--- src/rtl/ps2_key_fifo.sv ---
// rtl/ps2_key_fifo.sv - PS/2 key event FIFO with 512-entry key-down map
// Queues {pressed, extended, code} on each ps2_key toggle; CPU pops via rd strobe.
module ps2_key_fifo #(
   parameter int DEPTH = 16,
   parameter int AW    = 4
) (
   input  logic          clk_sys,
   input  logic          reset,
   input  logic [10:0]   ps2_key,
   input  logic          rd,
   input  logic          clr_ovf,
   output logic [9:0]    dout,
   output logic          empty,
   output logic          full,
   output logic [AW:0]   count,
   output logic          overflow,
   input  logic          q_ext,
   input  logic [7:0]    q_code,
   output logic          q_down
);

   localparam logic [AW:0] LP_DEPTH = (AW+1)'(DEPTH);

   logic            r_prev_tog;
   logic [9:0]      r_mem [DEPTH];
   logic [AW-1:0]   r_wp;
   logic [AW-1:0]   r_rp;
   logic [AW:0]     r_count;
   logic            r_overflow;
   logic [511:0]    r_map;
   logic            r_q_down;

   logic            w_evt;
   logic            w_pop;
   logic            w_push;
   logic            w_drop;
   logic [8:0]      w_wr_idx;
   logic [8:0]      w_q_idx;

   assign w_evt    = ps2_key[10] ^ r_prev_tog;
   assign empty    = (r_count == '0);
   assign full     = (r_count == LP_DEPTH);
   assign w_pop    = rd & ~empty & ~reset;
   // A pop in the same cycle frees a slot, so a full FIFO can still accept.
   assign w_push   = w_evt & ~reset & (~full | w_pop);
   assign w_drop   = w_evt & ~reset & full & ~w_pop;
   assign w_wr_idx = {ps2_key[8], ps2_key[7:0]};
   assign w_q_idx  = {q_ext, q_code};

   assign dout     = r_mem[r_rp];
   assign count    = r_count;
   assign overflow = r_overflow;
   assign q_down   = r_q_down;

   // Tracks the toggle even in reset so no phantom event follows release.
   always_ff @(posedge clk_sys) begin
      r_prev_tog <= ps2_key[10];
   end

   always_ff @(posedge clk_sys) begin
      if (w_push) begin
         r_mem[r_wp] <= ps2_key[9:0];
      end
   end

   always_ff @(posedge clk_sys) begin
      if (reset) begin
         r_wp    <= '0;
         r_rp    <= '0;
         r_count <= '0;
      end else begin
         if (w_push) begin
            r_wp <= r_wp + 1'b1;
         end
         if (w_pop) begin
            r_rp <= r_rp + 1'b1;
         end
         case ({w_push, w_pop})
            2'b10:   r_count <= r_count + 1'b1;
            2'b01:   r_count <= r_count - 1'b1;
            default: r_count <= r_count;
         endcase
      end
   end

   always_ff @(posedge clk_sys) begin
      if (reset) begin
         r_overflow <= 1'b0;
      end else if (w_drop) begin
         r_overflow <= 1'b1;
      end else if (clr_ovf) begin
         r_overflow <= 1'b0;
      end
   end

   // Dropped events still update the map; the query reads the pre-write value.
   always_ff @(posedge clk_sys) begin
      if (reset) begin
         r_map    <= '0;
         r_q_down <= 1'b0;
      end else begin
         r_q_down <= r_map[w_q_idx];
         if (w_evt) begin
            r_map[w_wr_idx] <= ps2_key[9];
         end
      end
   end

endmodule

--- config.mk ---
export PLATFORM = sky130hd
export DESIGN_NAME = ps2_key_fifo
export DESIGN_NICKNAME = d
export VERILOG_FILES = /design/src/rtl/ps2_key_fifo.sv
export SDC_FILE = /design/constraint.sdc
export NUM_CORES = 1
export LEC_CHECK = 0
export ABC_AREA = 0
export CAP_MARGIN = 20
export CORE_MARGIN = 2
export CORE_UTILIZATION = 40
export DETAILED_ROUTE_END_ITERATION = 16
export PLACE_DENSITY_LB_ADDON = 0.3
export SLEW_MARGIN = 20
export SYNTH_ARGS = -nofsm -noshare
export SYNTH_HDL_FRONTEND = slang
export SYNTH_SLANG_ARGS = --single-unit
--- constraint.sdc ---
create_clock -name clk_sys -period 3 [get_ports clk_sys]
set_input_delay 0.3 -clock clk_sys [delete_from_list [all_inputs] [get_ports clk_sys]]
set_output_delay 0.3 -clock clk_sys [all_outputs]
set_load 0.02 [all_outputs]
* Yosys cells after proc, flatten, opt, wreduce, memory -nomap -nowiden
Memories as Yosys holds them, arrays and structs flattened. A register that Yosys moved wholly into a read port is not among the register bits.
Cells that the tools add are included.
** Word-level totals
- Register bits :: 528
- Memory bits (writable) :: 160
- Input bits :: 24
- Output and inout port bits :: 19
- Word-level logic and storage cells :: 46
- Memories kept :: 1
** Memory list
- r_mem :: words 16, width 10, rd ports 1, clocked after Yosys merged registers in 1, write ports 1, RTL line 25 : logic [9:0] r_mem [DEPTH];
** Operators by class
- $add $sub $neg :: 4
- Magnitude comparators :: 3
- Eq/ne operators :: 3
- Mux-type cells :: 12
- Bitwise logic cells :: 12
- Reductions and logical operators :: 4
** Operators by type and width (count)
- bitwise mux 512 bit :: 1
- less-than comparator 9 x 10 -> 1 bit, second input constant :: 2
- one-hot mux 5 bit (2 select lines) :: 1
- binary-select mux 1 bit (select 9 bit) :: 1
- demux 1 bit (select 9 bit) :: 1
- greater-or-equal comparator 9 x 1 -> 1 bit, second input constant :: 1
- adder 4 x 1 -> 4 bit, second input constant :: 2
- 2-to-1 mux 4 bit :: 2
- bitwise AND 1 bit :: 6
- 2-to-1 mux 1 bit :: 6
- adder 5 x 1 -> 5 bit, second input constant :: 1
- == test 5 bit, second input constant :: 1
- zero test 5 bit :: 1
- subtractor 5 x 1 -> 5 bit, second input constant :: 1
- NOT 1 bit :: 4
- nonzero test 2 bit :: 2
- == test 2 x 1 -> 1 bit, second input constant :: 1
- == test 2 bit, second input constant :: 1
- logical AND 1 bit :: 1
- bitwise OR 1 bit :: 1
- XOR 1 bit :: 1

* Longest topological paths before layout
- Depth after elaboration :: 8
- Mapped depth :: 12
- Depth with buffers taken out :: 10

* Worst setup path after synthesis
No wires, ideal clock.
- Path kind :: flip-flop to flip-flop
- From :: register r_count[1] (netlist: count[1])
- To :: memory r_mem[3][0] (enable)
- Library setup time :: 0.390 ns
- Arrival :: 2.526 ns
- Path slack :: 0.085 ns
- Stages on the path, launching flop included :: 9
- Buffers on the path :: 3
- Clock period less this slack :: 2.915 ns
- Cell sequence :: dfxtp_1 clkbuf_1 or4_1 clkbuf_1 nor3_1 nor3_1 clkbuf_1 nand2_1 nor3_1
** Between the ends
- Word-level cells in the longest chain between the ends :: 8
- Elaborated cells between the ends (all ways) :: 10
- Classes of those cells :: 1 x eq/ne; 2 x mux; 6 x bitwise; 1 x reduce/logical
** RTL lines
- from (decl) :: RTL line 28 : logic [AW:0] r_count;
- from (signal assigned) :: RTL line 79 : 2'b10: r_count <= r_count + 1'b1;
- from (signal assigned) :: RTL line 80 : 2'b01: r_count <= r_count - 1'b1;
- from (signal assigned) :: RTL line 81 : default: r_count <= r_count;
- zero test 5 bit :: RTL line 41 : assign empty = (r_count == '0);
- NOT 1 bit :: RTL line 43 : assign w_pop = rd & ~empty & ~reset;
- bitwise AND 1 bit (2 in series) :: RTL line 43
- bitwise OR 1 bit (*) :: RTL line 45 : assign w_push = w_evt & ~reset & (~full | w_pop);
- bitwise AND 1 bit (*) :: RTL line 45
- 2-to-1 mux 1 bit (*) :: RTL line 61 : if (w_push) begin
- 2-to-1 mux 1 bit (not written as such) (*) :: RTL line 62 : r_mem[r_wp] <= ps2_key[9:0];
- to (decl) :: RTL line 25
Mark *: on every way between the ends. The rest lies on a longest branch, timed or not.

==> summary by stage <==
Global route
The number of global-route vias before repair was 24700. The largest net degree at the start of global routing is 168. The overall overflow remaining after global route is 0. The number of antenna violations at the first check in global routing is 2. The wire length of the first global-routing pass is 159 mm.

The overall fraction of global-route tracks in use is 26.2%.

STA
Based on the critical path, the design can be clocked at up to 338 MHz. Setup violations remaining at the end of the flow were counted as 0. After layout, the worst path uses 98.7% of the clock period. The post-layout minimum cycle time is 2960 ps. The final count of pins violating max slew came to 0. The count of final hold-check violations was 0. The post-route worst hold slack is 151 ps. The relative max-transition margin is 37.6%. The setup slack after layout is 39.4 ps. Across the routed clock network, the largest skew measured is 36.7 ps. After routing, the total negative slack on setup checks comes to 0 ps.

For the pin with the worst max-slew slack, the measured transition is 937 ps.

Hold path
The min-delay analysis places its worst path in the category input port to flop.

Clocking
The later pin in the worst-skew pair is clocked with a latency of 620 ps. Clock-pin slew was measured on the worst setup and hold paths at 60 ps. The total CTS buffers is 75.

The H-tree generated during clock tree synthesis spans 3 levels. The TritonCTS clock tree is yes. The largest buffer count on any clock path is 3. Clock tree synthesis found a total of 692 sinks.

In this run the clock root is driven by a sky130_fd_sc_hd__clkbuf_16. Post-CTS timing repair inserted 0 buffers for setup.

Finish
The post-route netlist has 16.0% of its cells at a drive strength greater than 1. Relative to the synthesized area, the layout overhead comes to 15.8%. The cell area after layout is 35800 um2. The total number of nets in the final design is 3166.

Power
The leakage power summed over all cells is 11.1 nW. The sum of internal, switching and leakage power is 0.0208 W. The peak supply drop is 384 uV. The ratio of total power to cell area is 582 nW/um2.

Yosys
The number of flops mapped to enable cells by yosys is 160. The gate count of the mapped netlist is 3190. The total of flip-flops plus latches after synthesis is 692. The fraction of registers with async set or reset after synthesis is 0%. The post-synthesis adder-cell area fraction is 0.283%. The per-instance average area after synthesis is 9.70 um2. The synthesized netlist devotes 12.1% of its cell area to simple gates. The dominant combinational cell family by area after synthesis is compound AO/OA/AOI/OAI gates.

The Yosys step of the flow raised 0 warnings. The area share of the largest cell type after synthesis is 34.4%. After Yosys synthesis, XOR and XNOR cells account for 0.340% of the synthesized area. The compound-cell area share of the yosys netlist is 19.0%. The number of distinct library cells after synthesis is 59. Summing the sequential cell areas from Yosys gives 50.0% of the chip area. sky130_fd_sc_hd__dfxtp_1 takes more of the synthesized area than any other cell. The post-synth net total is 3221. The cell area after technology mapping is 30900 um2. The primary flip-flop cell chosen by synthesis mapping is sky130_fd_sc_hd__dfxtp_1. In the post-synthesis netlist, the biggest area contributors are sky130_fd_sc_hd__dfxtp_1 34%, sky130_fd_sc_hd__edfxtp_1 16%, sky130_fd_sc_hd__mux4_2 12%.

Of the post-synthesis cell area, the part taken by muxes is 13.7%.

Critical path
The highest cell delay on the worst timing path is 540 ps. Data arrives at the worst endpoint at 2660 ps. The signal on the critical path passes through clkbuf_16 -> mux4_2 -> mux4_2 -> clkdlybuf4s15_1.

The library cell contributing the largest single delay on the critical path is sky130_fd_sc_hd__mux4_2. The critical path data required time is 2700 ps. The worst setup path is launched from a flop.

The worst setup path is captured at an output port. Counting both buffers and inverters, the worst setup path holds a total of 2. The critical path's top delay family is multiplexers. By startpoint and endpoint, the worst setup path is classified as flop to output port. The most repeated library cell on the critical path is sky130_fd_sc_hd__mux4_2. In this run the worst path has a maximum fanout of 10.

Route
For this run, design rule violations remaining after detail routing come to 0. For this block, the routed nets add up to 107 mm of wire. The length of the first detailed-routing pass in iterations is 8. The via-per-instance ratio is 6.29. In this run the remaining antenna-violating nets after routing total 0. For this block, the via count after detailed routing is 26600. After detailed routing, the average wire length per cell comes to 25.2 um. The first routing iteration left 3510 violations.

Floorplanning
The die outline area is 79600 um2. The floorplan has 101 rows. The starting density of the core is 40.6%. The width of the die is 282 um. The region available for standard cell placement spans 76200 um2.

In this run the vertical extent of the chip is 282 um. The top-level port count is 43.

Run status
The run finished with clean final reports.

Placement
After detailed placement, the total cell area comes to 33200 um2. Timing analysis after detailed placement gives a worst setup slack of 63.8 ps. At the end of routability-driven placement, the weighted congestion stood at 0.865. The sum of net half-perimeters after detailed placement is 59.0 mm. The count of buffers added on input and output ports is 42.

Flow run
The tool flagged a number of max-cap violations equal to 0.
==> cell families (layout without fill, tap and decap cells) <==
logic type,after synthesis,count (layout)
AOI/OAI and AO/OA,1127,1127
muxes,222,222
buffers and inverters,359,365
xor gates and xnor gates,12,12
adders and majority gates,7,7
other,0,1
and+or+nand+nor,771,771
DFF,692,692
==> timing repair <==
item                       in CTS  in global routing
setup endpoints to repair      10                  4
cloned                          2                  1
hold buffers                    1                  0
gates resized for setup        19                  3
pin swaps                       0                  0
hold endpoints to repair        7                  0
==> sequential cells by signal, summed over array words and instances (netlist names), named ones only <==
register	flops
r_rp	4
r_wp	4
overflow	1
r_mem	160
q_down	1
count	5
r_prev_tog	1
r_map	512
==> area by class of cell <==
cell class | instances | area [um2]
inverters | 9 | 33.8
multi-input cells | 2139 | 14200
well taps | 1030 | 1290
clock buffers | 104 | 2110
repair buffers | 218 | 2340
flip-flops and latches | 692 | 15500
diodes | 1 | 2.50
clock inverters | 34 | 400
fillers | 7036 | 40400
==> final timing paths <==
kind,slack (ps),to,cells after the start,from
max,40,dout[0],4,flop
min,150,r_map[10]$_SDFFE_PP0P_,3,ps2_key[9]
max reg2reg,460,count[4]$_SDFFE_PP0P_,10,count[0]$_SDFFE_PP0P_
min reg2reg,470,r_map[254]$_SDFFE_PP0P_,2,r_map[254]$_SDFFE_PP0P_
==> metal layers <==
metal,routed length (um),track usage (%),vias to the layer above
li1,-,-,11800
met1,43300,35.7,13200
met2,49300,41.6,1388
met3,9230,3.63,283
met4,4710,11.5,2
met5,13,0,-
==> synthesized netlist by cell type (8+ instances only) <==
cell type and n:
sky130_fd_sc_hd__a22oi_1 22, sky130_fd_sc_hd__mux2_2 8, sky130_fd_sc_hd__a21oi_1 533, sky130_fd_sc_hd__mux2i_1 54
sky130_fd_sc_hd__o22ai_1 10, sky130_fd_sc_hd__nand2b_1 9, sky130_fd_sc_hd__clkbuf_1 307, sky130_fd_sc_hd__nand2_1 79
sky130_fd_sc_hd__o221ai_1 18, sky130_fd_sc_hd__buf_1 15, sky130_fd_sc_hd__nor2b_1 9, sky130_fd_sc_hd__o21ai_0 516
sky130_fd_sc_hd__edfxtp_1 160, sky130_fd_sc_hd__nor2_1 97, sky130_fd_sc_hd__dfxtp_1 532, sky130_fd_sc_hd__buf_2 13
sky130_fd_sc_hd__inv_1 8, sky130_fd_sc_hd__nand3_1 524, sky130_fd_sc_hd__nor3_1 16, sky130_fd_sc_hd__mux4_2 159
==> per-stage QoR <==
stage	std cells	util [%]
after global placement	4084	43.6
after global routing	4226	47.0
final	4227	47.0
after CTS	4225	47.0
after detailed placement	4084	43.6
after floorplan	3190	-
==> layout by cell type (no fill, tap or decap), types with 67 or more instances in the layout <==
cell type	netlist	routed
sky130_fd_sc_hd__a21oi_1	533	533
sky130_fd_sc_hd__buf_4	7	131
sky130_fd_sc_hd__clkbuf_16	0	77
sky130_fd_sc_hd__dfxtp_1	532	530
sky130_fd_sc_hd__edfxtp_1	160	160
sky130_fd_sc_hd__mux4_2	159	159
sky130_fd_sc_hd__nand2_1	79	67
sky130_fd_sc_hd__nand3_1	524	520
sky130_fd_sc_hd__nor2_1	97	84
sky130_fd_sc_hd__o21ai_0	516	516
==> power breakdown <==
part / switching, W / internal (W)
logic: 0.00112 / 0.000644
clock network: 0.00397 / 0.00549
registers: 0.0000426 / 0.00957
total: 0.00513 / 0.0157
==> worst register-to-register path: cells and delay by family, from the launching register on <==
| kind | cells | cell delay, ps |
|---|---|---|
| flip-flops | 1 | 360 |
| AND/OR/NAND/NOR | 3 | 790 |
| XOR/XNOR | 2 | 240 |
| AO/OA/AOI/OAI | 3 | 560 |
| adder cells (fa/ha/maj) | 1 | 230 |
| multiplexers | 1 | 240 |
Note: power is estimated with default switching activity, not from simulation.
